## src/rtl/ex_mem_reg.sv

```systemverilog
// -----------------------------------------------------------------------------
// ex_mem_reg -- EX/MEM pipeline register
//
// Carries the GPR write-back fields and HI/LO write fields from the execute
// stage to the memory stage. It also holds the multi-cycle scratch state
// (partial product and cycle count), which is looped back to EX.
//
// Each clock edge does one of three things:
//   Advance (stall[4]=0, stall[3]=0) : mem_* <= ex_*,     scratch <= 0
//   Bubble  (stall[4]=0, stall[3]=1) : mem_* <= 0 (NOP), scratch <= hilo_i/cnt_i
//   Hold    (stall[4]=1)             : every output keeps its value
// Only bits 3 and 4 of the stall vector are used.
//
// Optional build macro:
//   EX_MEM_FLUSH_EN : adds the 'flush' input. flush=1 at an edge writes NOP
//                     values to mem_* and clears the scratch. It overrides
//                     every stall case.
//
// Ports:
//   clk        in   1  pipeline clock, rising edge
//   rst        in   1  asynchronous, active-high reset
//   stall      in   6  pipeline stall vector (bit3 = EX, bit4 = MEM)
//   flush      in   1  pipeline flush (only with EX_MEM_FLUSH_EN)
//   ex_wd      in   5  GPR write address from EX
//   ex_wreg    in   1  GPR write enable from EX
//   ex_wdata   in  32  GPR write data from EX
//   ex_hi      in  32  HI write value from EX
//   ex_lo      in  32  LO write value from EX
//   ex_whilo   in   1  HI/LO write enable from EX
//   hilo_i     in  64  multi-cycle partial product from EX
//   cnt_i      in   2  multi-cycle cycle count from EX
//   mem_wd     out  5  registered GPR write address
//   mem_wreg   out  1  registered GPR write enable
//   mem_wdata  out 32  registered GPR write data
//   mem_hi     out 32  registered HI value
//   mem_lo     out 32  registered LO value
//   mem_whilo  out  1  registered HI/LO write enable
//   hilo_o     out 64  registered partial product, looped back to EX
//   cnt_o      out  2  registered cycle count, looped back to EX
// -----------------------------------------------------------------------------
module ex_mem_reg (
  input  logic        clk,
  input  logic        rst,
  input  logic [5:0]  stall,
`ifdef EX_MEM_FLUSH_EN
  input  logic        flush,
`endif
  input  logic [4:0]  ex_wd,
  input  logic        ex_wreg,
  input  logic [31:0] ex_wdata,
  input  logic [31:0] ex_hi,
  input  logic [31:0] ex_lo,
  input  logic        ex_whilo,
  input  logic [63:0] hilo_i,
  input  logic [1:0]  cnt_i,
  output logic [4:0]  mem_wd,
  output logic        mem_wreg,
  output logic [31:0] mem_wdata,
  output logic [31:0] mem_hi,
  output logic [31:0] mem_lo,
  output logic        mem_whilo,
  output logic [63:0] hilo_o,
  output logic [1:0]  cnt_o
);

  // What the register does at the next edge.
  typedef enum logic [1:0] {
    MODE_ADVANCE = 2'd0,
    MODE_BUBBLE  = 2'd1,
    MODE_HOLD    = 2'd2,
    MODE_FLUSH   = 2'd3
  } mode_e;

  // Everything the stage register holds.
  typedef struct packed {
    logic [4:0]  wd;
    logic        wreg;
    logic [31:0] wdata;
    logic [31:0] hi;
    logic [31:0] lo;
    logic        whilo;
    logic [63:0] hilo;
    logic [1:0]  cnt;
  } stage_t;

  mode_e  w_mode;
  stage_t w_next;
  stage_t r_stage;

  // The stall controller only drives bits 3 and 4. The other bits are
  // gathered here so it is clear they are ignored on purpose.
  logic   w_unused_stall;
  assign w_unused_stall = ^{stall[5], stall[2:0]};

  // Mode decode. MEM stalled wins over EX stalled. The combination
  // stall[4]=1 / stall[3]=0 therefore holds, so a stalled MEM instruction is
  // never overwritten.
  always_comb begin
    w_mode = MODE_ADVANCE;
    if (stall[4]) begin
      w_mode = MODE_HOLD;
    end else if (stall[3]) begin
      w_mode = MODE_BUBBLE;
    end
`ifdef EX_MEM_FLUSH_EN
    if (flush) begin
      w_mode = MODE_FLUSH;
    end
`endif
  end

  // Next-state selection.
  // NOTE: every field of w_next gets a default before the case statement, so
  // no path through this block can leave it unassigned and infer a latch.
  always_comb begin
    w_next = r_stage;
    unique case (w_mode)
      MODE_ADVANCE: begin
        w_next.wd    = ex_wd;
        w_next.wreg  = ex_wreg;
        w_next.wdata = ex_wdata;
        w_next.hi    = ex_hi;
        w_next.lo    = ex_lo;
        w_next.whilo = ex_whilo;
        w_next.hilo  = '0;
        w_next.cnt   = '0;
      end
      MODE_BUBBLE: begin
        // A NOP goes down to MEM, so neither write enable can be set. The
        // multi-cycle op keeps its scratch state so EX can continue next cycle.
        w_next       = '0;
        w_next.hilo  = hilo_i;
        w_next.cnt   = cnt_i;
      end
      MODE_FLUSH: begin
        w_next       = '0;
      end
      default: begin
        // MODE_HOLD: keep the current contents.
        w_next       = r_stage;
      end
    endcase
  end

  // NOTE: sequential state uses non-blocking assignments only. All flops read
  // their values from before the edge, whatever order the blocks run in.
  always_ff @(posedge clk or posedge rst) begin
    if (rst) begin
      r_stage <= '0;
    end else begin
      r_stage <= w_next;
    end
  end

  // Every output comes straight from a flop, with no input-to-output path.
  assign mem_wd    = r_stage.wd;
  assign mem_wreg  = r_stage.wreg;
  assign mem_wdata = r_stage.wdata;
  assign mem_hi    = r_stage.hi;
  assign mem_lo    = r_stage.lo;
  assign mem_whilo = r_stage.whilo;
  assign hilo_o    = r_stage.hilo;
  assign cnt_o     = r_stage.cnt;

endmodule

```

## config.mk

```make
export PLATFORM = sky130hd
export DESIGN_NAME = ex_mem_reg
export DESIGN_NICKNAME = d
export VERILOG_FILES = /design/src/rtl/ex_mem_reg.sv
export SDC_FILE = /design/constraint.sdc
export NUM_CORES = 1
export LEC_CHECK = 0
export ABC_AREA = 1
export BUFFER_PORTS_ARGS = -buffer_cell sky130_fd_sc_hd__buf_2
export CELL_PAD_IN_SITES_DETAIL_PLACEMENT = 1
export CELL_PAD_IN_SITES_GLOBAL_PLACEMENT = 2
export CORE_MARGIN = 3
export CORE_UTILIZATION = 26
export DETAILED_ROUTE_END_ITERATION = 8
export PLACE_DENSITY_LB_ADDON = 0.1
export SYNTH_ARGS = -nofsm -noshare
export SYNTH_HDL_FRONTEND = slang
export SYNTH_SLANG_ARGS = --single-unit
export TNS_END_PERCENT = 10
```

## constraint.sdc

```tcl
create_clock -name clk -period 11.1 [get_ports clk]
set_clock_uncertainty 0.1 [all_clocks]
set_input_delay 1.665 -clock clk [delete_from_list [all_inputs] [get_ports clk]]
set_output_delay 1.665 -clock clk [all_outputs]
set_load 0.05 [all_outputs]
```

# == Word-level counts from Yosys, hierarchy flattened ==
# Index checks and enable logic that the tools add are counted.
# word_totals
ff_bits,169
latch_bits,0
ram_bits,0
romBits,0
input_bits,177
out_inout_bits,169
n_memories,0
# classes
addsub,0
n_mul,0
div_mod_pow,0
magnitude_cmp,0
n_eq_ne,2
shift,0
n_mux,3
bitwise_logic,0
n_reduce_logical,2
# op_table
operator,count
169-bit case mux with 3 select lines,1
3-bit nonzero test,1
2-bit by 1-bit == test with 1-bit output (second input constant),1
2-bit == test (second input constant),1
2-bit zero test,1
2-bit two-way mux,1
1-bit two-way mux,1

# == Longest topological paths before layout ==
# Gate-level depths: netlist of the first run.
# logic_depth
word_depth,4
mapped_depth,6
mapped_depth_nobuf,3

# == Worst setup path before layout of the first run ==
# Ideal clock, no wire load.
# synth_timing
kind,input to register
startpoint,input stall[4]
endpoint,"register r_stage, in the netlist cnt_o[0]"
arrival_time_ns,2.326
required_ns,10.934
path_slack_ns,8.608
stages,6
n_path_buf,3
cell_sequence,buf_4 inv_1 buf_2 buf_4 nand3_1 nand2_1
# synth_between
elab_chain_len,3
word_cells_on_any_way,6
cone_classes,eq/ne (2); mux (2); reduce/logical (2)
# synth_rtl
item,line_no,source
from (decl),44,"input logic [5:0] stall,"
2-bit two-way mux (*),100,if (stall[4]) begin
"2-bit == test, or another cell as far along",117,unique case (w_mode)
169-bit case mux with 3 select lines / 3-bit nonzero test (equally long branches),-,
to (signal assigned),151,r_stage <= w_next;
to (decl),88,stage_t r_stage;
# Mark *: on every way between the ends. The rest lies on a longest branch, timed or not.
# A chain may end at the register's enable or synchronous reset.

# == Final worst setup path of the first run ==
# layout_timing
startpoint,input stall[4]
endpoint,"register r_stage, in the netlist hilo_o[58]"
# Same word-level chain as after synthesis.

==> impl_metrics.tcl, run 1 <==
set metrics [dict create \
    status "finished, final reports clean" \
    grt_usage_pct 16.74 \
    cts_root_buf "clkbuf_16" \
    drt_wl_total_um 22790 \
    die_h_um 163.8 \
    cts_buffers 17 \
    clk_pin_slew_ns 0.06 \
    tightest_slew_ns 0.8801 \
    worstSkewPairLatency_ns 0.42 \
    cts.repair.resized 0 \
    slew_violations 0 \
    endpoint_kind "flop" \
    cts_tree "yes" \
    dieArea_mm2 0.02683 \
    start_kind "primary input" \
    grt_pass1_vias 6229 \
    drive_gt1_share_pct 35.79 \
    setup_violations 0 \
    nNetsFinal 1223 \
    fin_crit_ns 3.733 \
    hold_ws_ns 0.3666 \
    drc 0 \
    core_area_mm2 0.02439 \
    route.met2.wl_um 10800 \
    yosysTopAreaCellShare_pct 65.31 \
    place.port_buffers 341 \
    synth_seq_cells 169 \
    finish.utilization_pct 36.91 \
    placedCellCount 1351 \
    arrival_ns 3.93 \
    cp_data_required_time_ns 11.30 \
    grt_max_degree 79 \
    clock.fmax_ghz 0.2679 \
    antenna_cells 0 \
    instances_no_fill 1383 \
    grt_pass1_wl_um 34780 \
    final-hold-violation-count 0 \
    critical-path-top-delay-family "buffers and inverters" \
    antenna_found_initial 6 \
    netlist_area_mm2 0.006475 \
    synthTopCellsByArea "dfrtp_1 65%, nand2_1 26%, nand3_1 5.1%" \
    max-cap-violations 0 \
    crit_path_max_fanout 78 \
    layout_worst_path_cycle_share_pct 33.63 \
    post_cts.repair.setup_buffers 0 \
    p_per_area_mw_per_mm2 182.8 \
    area_delta_synth_final_pct 39.05 \
    path_class "primary input to flop" \
    ant_nets 0 \
    yosysWarnings 0 \
    clockBufferDepth 2 \
    gr-total-overflow 0 \
    cts_hold_buf 0 \
    yosys.area.top_type "dfrtp_1" \
    drtPass1Iterations 4 \
    die_x_um 163.8 \
    syn-num-nets 900 \
    regToRegSetupSlack_ns 10.37 \
    p_leak_nw 5.437 \
    critPathBufInv 4 \
    crit_top_cell "buf_4" \
    vias 5815 \
    viasPerCell 4.205 \
    routedWlPerCell_um 16.48 \
    syn_avg_cell_area_um2 8.956 \
    hold_path_class "flop to flop" \
    irDropWorstVdd_uv 73.73 \
    io_pins 346 \
    ys_types 8 \
    placementRows 57 \
    cp_cell_sequence "buf_4, buf_4, inv_2, buf_4, nand3_1, nand2_1" \
    wl_met1_um 9367 \
    netlist_instances 723 \
    cp_slowest_cell "buf_4" \
    dp.final_hpwl_um 15820 \
    gp_congestion 0.7093 \
    cts_sinks 169 \
    drt_iter0_markers 284 \
    htreeDepth 4 \
    power_mw 1.646 \
    ys_seq_area_share_pct 65.31 \
    slowest_delay_ns 0.79 \
    setup_tns_ns 0 \
    top_layer "met5" \
    wl_met3_um 2148 \
    rsz0062_at_grt "no" \
    initial_core_util_pct 26.55 \
    relSlewSlack_pct 41.33 \
]
==> state kept, by name (all words and copies together) (netlist names) <==
register and cells:
mem_lo 32, mem_wd 5, mem_wdata 32, mem_whilo 1, mem_hi 32, hilo_o 64
cnt_o 2, mem_wreg 1
==> routing by layer <==
layer  track usage (%)  vias to the layer above
met5                 0                        -
li1                  -                     2862
met1             20.21                     2706
met4             5.267                       12
met2             27.28                      202
met3             6.936                       33
==> tightest hold or removal path, cell delays in order (launching register included) <==
cell and delay, ns:
dfrtp_1 0.33, nand2_1 0.05, nand2_1 0.05
==> cell type report <==
cell class | instances | area [µm²]
multi-input combinational | 508 | 1997
timing repair buffer | 348 | 1762
clock buffer | 22 | 454.2
sequential | 169 | 4229
tap | 324 | 405.4
inverter | 2 | 12.51
fill | 3050 | 15390
clock inverter | 10 | 143.9
==> through the flow <==
stage               cell area [µm²]  worst slack (ns)
finish                         9004             7.367
global route                   9004             7.148
CTS                            9004             7.272
detailed placement             8406             6.811
global placement               8406             6.818
floorplan                      6475             4.760
==> cell usage in the layout (no fill, tap or decap) <==
master,count
buf_2,340
buf_4,8
bufinv_16,3
clkbuf_1,4
clkbuf_16,17
clkbuf_8,1
clkinv_2,1
clkinv_4,2
clkinvlp_4,3
dfrtp_1,169
inv_2,1
inv_6,2
nand2_1,441
nand3_1,66
nor2_4,1
==> path summary, 6_finish.rpt <==
kind	to	startpoint	cells after the start
worst max-delay path	hilo_o[58]$_DFFE_PP0P_	stall[4]	6
worst min-delay path	mem_lo[22]$_DFFE_PP0P_	mem_lo[22]$_DFFE_PP0P_	2
worst max register to register	hilo_o[29]$_DFFE_PP0P_	hilo_o[29]$_DFFE_PP0P_	2
worst min register to register	mem_lo[22]$_DFFE_PP0P_	mem_lo[22]$_DFFE_PP0P_	2
max in group asynchronous	mem_wdata[23]$_DFFE_PP0P_	rst	3
min in group asynchronous	mem_wdata[17]$_DFFE_PP0P_	rst	2
==> cells in the mapped netlist <==
library cell	instances
dfrtp_1	169
inv_1	2
buf_2	22
clkbuf_1	9
nand3_1	66
buf_4	13
nor2_4	1
nand2_1	441
==> cell families (layout without fill, tap and decap cells) <==
kind of cell | after synthesis | in the layout | share of synthesized area, %
buffers and inverters | 46 | 382 | 3.845
AND/OR/NAND/NOR | 508 | 508 | 30.84
flip-flops | 169 | 169 | 65.31
==> power breakdown <==
group,internal [mW],switching [mW],total (mW)
clock network,0.362,0.252,0.614
registers,0.663,0.0233,0.686
logic,0.0759,0.269,0.345
Note: power is estimated with default switching activity, not from simulation.
==> run 2: changes to the inputs <==
- ABC_AREA: 1 -> 0
- CORE_UTILIZATION: 26 -> 24
- clock period: 11.1 -> 3.04 ns (I/O delays scaled with it)
==> impl_metrics.tcl, run 2 <==
set metrics [dict create \
    status "finished, final reports clean" \
    syn_avg_cell_area_um2 15.49 \
    die_h_um 163.2 \
    max-cap-violations 0 \
    clock.fmax_ghz 0.6165 \
    yosys.area.top_type "dfrtp_1" \
    drtPass1Iterations 4 \
    critical-path-top-delay-family "flip-flops" \
    r2r-start "hilo_o[57]$_DFFE_PP0P_" \
    start_kind "flop" \
    drive_gt1_share_pct 52.61 \
    critPathBufInv 1 \
    p_leak_nw 4.685 \
    worstSkewPairLatency_ns 0.42 \
    final_common_cell "buf_2" \
    synth_edf_count 0 \
    drc 0 \
    placedCellCount 1015 \
    hold_ws_ns 0.1364 \
    whs_endpoint "mem_wdata[19]$_DFFE_PP0P_" \
    clockBufferDepth 2 \
    place.port_buffers 341 \
    hold_path_class "primary input to flop" \
    cp_cell_sequence "buf_2" \
    instances_no_fill 1051 \
    ys_seq_area_share_pct 71.26 \
    cp_data_required_time_ns 2.48 \
    setup_violations 0 \
    yosysTopAreaCellShare_pct 71.26 \
    yosysWarnings 0 \
    gp_congestion 0.7430 \
    power_mw 5.856 \
    synth_seq_cells 169 \
    post_cts.repair.setup_buffers 0 \
    path_class "flop to output port" \
    r2r.worst_path.cells 1 \
    gr-total-overflow 0 \
    core_area_mm2 0.02389 \
    cts_sinks 169 \
    drt_wl_total_um 20260 \
    vias 4720 \
    syn-num-nets 560 \
    arrival_ns 1.07 \
    dieArea_mm2 0.02665 \
    cts_tree "yes" \
    placementRows 56 \
    grt_pass1_wl_um 30390 \
    ys_types 11 \
    irDropWorstVdd_uv 215.6 \
    fin_crit_ns 1.622 \
    synth_flop_cell "dfrtp_1" \
    tightest_slew_ns 0.6225 \
    slowest_delay_ns 0.36 \
    setup_slack_ns 1.418 \
    ant_nets 0 \
    crit_path_max_fanout 2 \
    endpoint_kind "output port" \
    grt_max_degree 133 \
    clk_pin_slew_ns 0.07 \
    io_pins 346 \
    initial_core_util_pct 24.84 \
    cts_buffers 17 \
    final-hold-violation-count 0 \
    slew_violations 0 \
    cts_root_buf "clkbuf_16" \
    p_per_area_mw_per_mm2 684.7 \
    htreeDepth 4 \
    r2r_end "hilo_o[57]$_DFFE_PP0P_" \
    netlist_area_mm2 0.005934 \
    area_delta_synth_final_pct 44.11 \
    largest_reg_flops 64 \
    nNetsFinal 893 \
    holdPathStages 2 \
    layout_common_cells "340 x buf_2, 169 x dfrtp_1, 166 x a22o_1, 17 x clkbuf_16" \
    die_x_um 163.2 \
    netlist_top_cells_count "169 x dfrtp_1, 166 x a22o_1, 24 x buf_2" \
    layout_worst_path_cycle_share_pct 53.36 \
    rsz0062_at_grt "no" \
    yosysMostFrequentCell "dfrtp_1" \
    grt_usage_pct 14.94 \
    cp_slowest_cell "dfrtp_1" \
    grt_pass1_vias 5088 \
    routedWlPerCell_um 19.28 \
    synthTopCellsByArea "dfrtp_1 71%, a22o_1 24%, buf_2 2.0%" \
    setup_tns_ns 0 \
    hp-start "ex_wdata[19]" \
    antenna_found_initial 6 \
    dp.final_hpwl_um 14640 \
    regToRegSetupSlack_ns 2.19 \
    async_flop_share_pct 100.0 \
    viasPerCell 4.491 \
    dp_slack_ns 1.016 \
    drt_iter0_markers 175 \
    netlist_instances 383 \
    nFillCells 2654 \
    relSlewSlack_pct 58.41 \
]
[run 2: cell types whose count changed after synthesis, moves of 2 or more]
cell and change:
nand2_1 -438, a22o_1 +166, nand2b_1 +3, buf_4 -7, buf_2 +2, nand3_1 -66, o21ai_1 +3, clkbuf_1 -3
[run 2: per-layer routing]
layer / share of wire, % / track usage (%)
met1: 40 / 17.84
met2: 50 / 24.90
met3: 6.9 / 4.540
met4: 2.8 / 6.613
met5: 0.13 / 0
[run 2: area by class of cell]
cell class	instances	area (µm²)	share of cell area (%)
Inverter	1	7.507	0.08778
Tap cell	319	399.1	4.667
Timing Repair Buffer	350	1821	21.29
Clock inverter	12	108.9	1.273
Antenna cell	4	10.01	0.1170
Multi-Input combinational cell	177	1524	17.82
Clock buffer	19	452.9	5.296
Sequential cell	169	4229	49.45
[run 2: logic make-up (layout without fill, tap and decap cells)]
kind of cell	count (synthesis)	in the layout	synth area share (%)
and+or+nand+nor	8	8	0.7591
other	0	4	0
DFF	169	169	71.26
buffers and inverters	37	382	3.226
AOI/OAI and AO/OA	169	169	24.75
[run 2: how the worst max path moves through the flow]
stage                           start                endpoint  slack [ns]  depth (start not counted)
5_1_grt         hilo_o[6]$_DFFE_PP0P_               hilo_o[6]        1.35                          1
6_report       hilo_o[57]$_DFFE_PP0P_              hilo_o[57]        1.42                          1
2_1_floorplan                     rst    cnt_o[0]$_DFFE_PP0P_        0.33                          1
3_5_place_dp                 stall[4]  hilo_o[57]$_DFFE_PP0P_        1.02                          4
3_3_place_gp                 stall[4]  mem_hi[23]$_DFFE_PP0P_        1.08                          4
4_1_cts        mem_lo[27]$_DFFE_PP0P_              mem_lo[27]        1.38                          1
[run 2: per-stage QoR]
step / util [%] / instance area [µm²]
after global routing: 35.79 / 8552
after detailed placement: 33.36 / 7970
after floorplan: - / 5938
after global placement: 33.36 / 7970
final: 35.79 / 8552
after CTS: 35.75 / 8542
[run 2: power by group]
| group | total (mW) | switching (mW) | internal (mW) |
|---|---|---|---|
| clock network | 2.08 | 0.966 | 1.11 |
| registers | 2.51 | 0.0918 | 2.42 |
| logic | 1.26 | 0.924 | 0.340 |
[run 2: timing repair]
action | in CTS | in global routing
gates resized for setup | 0 | 0
hold endpoints to repair | 6 | 0
hold buffers | 1 | 0
==> run 3: changes to the inputs <==
- clock period: 3.04 -> 1.45 ns (I/O delays scaled with it)
==> impl_metrics.tcl, run 3 (synthesis results as in run 2) <==
set metrics [dict create \
    hp-start "stall[4]" \
    dieArea_mm2 0.02665 \
    start_kind "flop" \
    status "finished, final reports clean" \
    viasPerCell 4.428 \
    cts_sinks 169 \
    initial_core_util_pct 24.84 \
    grt_max_degree 107 \
    drt_wl_total_um 22150 \
    critical-path-top-delay-family "flip-flops" \
    power_mw 12.86 \
    cts_buffers 17 \
    cts_root_buf "clkbuf_16" \
    setup_tns_ns 0 \
    grt_usage_pct 16.44 \
    placementRows 56 \
    hold_path_class "primary input to flop" \
    p_per_area_mw_per_mm2 1232 \
    antenna_cells 0 \
    setup_slack_ns 0.04804 \
    place.port_buffers 341 \
    hold_ws_ns 0.1947 \
    die_x_um 163.2 \
    relSlewSlack_pct 66.79 \
    clock.fmax_ghz 0.7133 \
    instances_no_fill 1229 \
    routedWlPerCell_um 18.03 \
    layout_worst_path_cycle_share_pct 96.69 \
    fin_crit_ns 1.402 \
    irDropWorstVdd_uv 756.2 \
    htreeDepth 4 \
    drtPass1Iterations 4 \
    cp_cell_sequence "buf_2" \
    whs_endpoint "mem_wdata[20]$_DFFE_PP0P_" \
    cp_slowest_cell "dfrtp_1" \
    r2r_end "mem_wd[2]$_DFFE_PP0P_" \
    grt_pass1_wl_um 34390 \
    dp.final_hpwl_um 14900 \
    max-cap-violations 0 \
    vias 5442 \
    tightest_slew_ns 0.4982 \
    core_area_mm2 0.02389 \
    endpoint_kind "output port" \
    layout_common_cells "339 x buf_2, 173 x dlygate4sd3_1, 169 x dfrtp_1, 166 x a22o_1, 17 x clkbuf_16" \
    io_pins 346 \
    ant_nets 0 \
    post_cts.repair.setup_buffers 0 \
    final_common_cell "buf_2" \
    regToRegSetupSlack_ns 0.17 \
    slowest_delay_ns 0.37 \
    cts_tree "yes" \
    gr-total-overflow 0 \
    clk_pin_slew_ns 0.07 \
    drive_gt1_share_pct 43.08 \
    finish.utilization_pct 43.68 \
    slew_violations 0 \
    critPathBufInv 1 \
    area_delta_synth_final_pct 75.88 \
    post-route-cell-area_mm2 0.01044 \
    rsz0062_at_grt "no" \
    setup_violations 0 \
    clockBufferDepth 2 \
    placed_cell_area_mm2 0.008125 \
    antenna_found_initial 0 \
    r2r.worst_path.cells 3 \
    holdPathStages 3 \
    final-hold-violation-count 0 \
    r2r-start "mem_wd[2]$_DFFE_PP0P_" \
    p_leak_nw 5.484 \
    gp_congestion 0.7689 \
    nNetsFinal 1074 \
    arrival_ns 1.08 \
    drt_iter0_markers 209 \
    cp_data_required_time_ns 1.13 \
    grt_pass1_vias 6171 \
    dp_slack_ns 0.1002 \
    die_h_um 163.2 \
    crit_path_max_fanout 2 \
    path_class "flop to output port" \
    worstSkewPairLatency_ns 0.43 \
    drc 0 \
    largest_reg_flops 64 \
    placedCellCount 1024 \
]
-- run 3: worst max-delay path by stage --
stage | from | end | slack [ns] | cells after the start
floorplan | rst | cnt_o[0]$_DFFE_PP0P_ | -1.02 | 1
global placement | stall[4] | mem_hi[30]$_DFFE_PP0P_ | 0.13 | 4
detailed placement | stall[4] | mem_wdata[17]$_DFFE_PP0P_ | 0.10 | 4
CTS | hilo_o[50]$_DFFE_PP0P_ | hilo_o[50] | 0.02 | 1
global route | hilo_o[8]$_DFFE_PP0P_ | hilo_o[8] | 0.005 | 1
finish | mem_lo[17]$_DFFE_PP0P_ | mem_lo[17] | 0.05 | 1
-- run 3: layer usage --
layer	wire length, µm	global-route usage [%]
met5	0	0
met4	547	5.805
met3	1220	3.830
met2	11810	29.88
met1	8570	18.89
-- run 3: timing repair --
action                                  CTS  global route
endpoints found under the setup margin    0             1
resized for setup                         0             1
endpoints found under the hold margin   180             0
hold buffers                            173             0
-- run 3: cell type report --
class	count	area (µm²)
clock inverter	13	135.1
fill	2557	13460
clock buffer	19	442.9
multi-input combinational	177	1524
tap	319	399.1
timing repair buffer	531	3700
sequential	169	4229
inverter	1	7.507
-- run 3: power breakdown --
group          total, mW  switching [mW]  internal, mW
sequential          5.27           0.196          5.08
clock               4.50            2.03          2.47
combinational       3.10            2.04          1.06
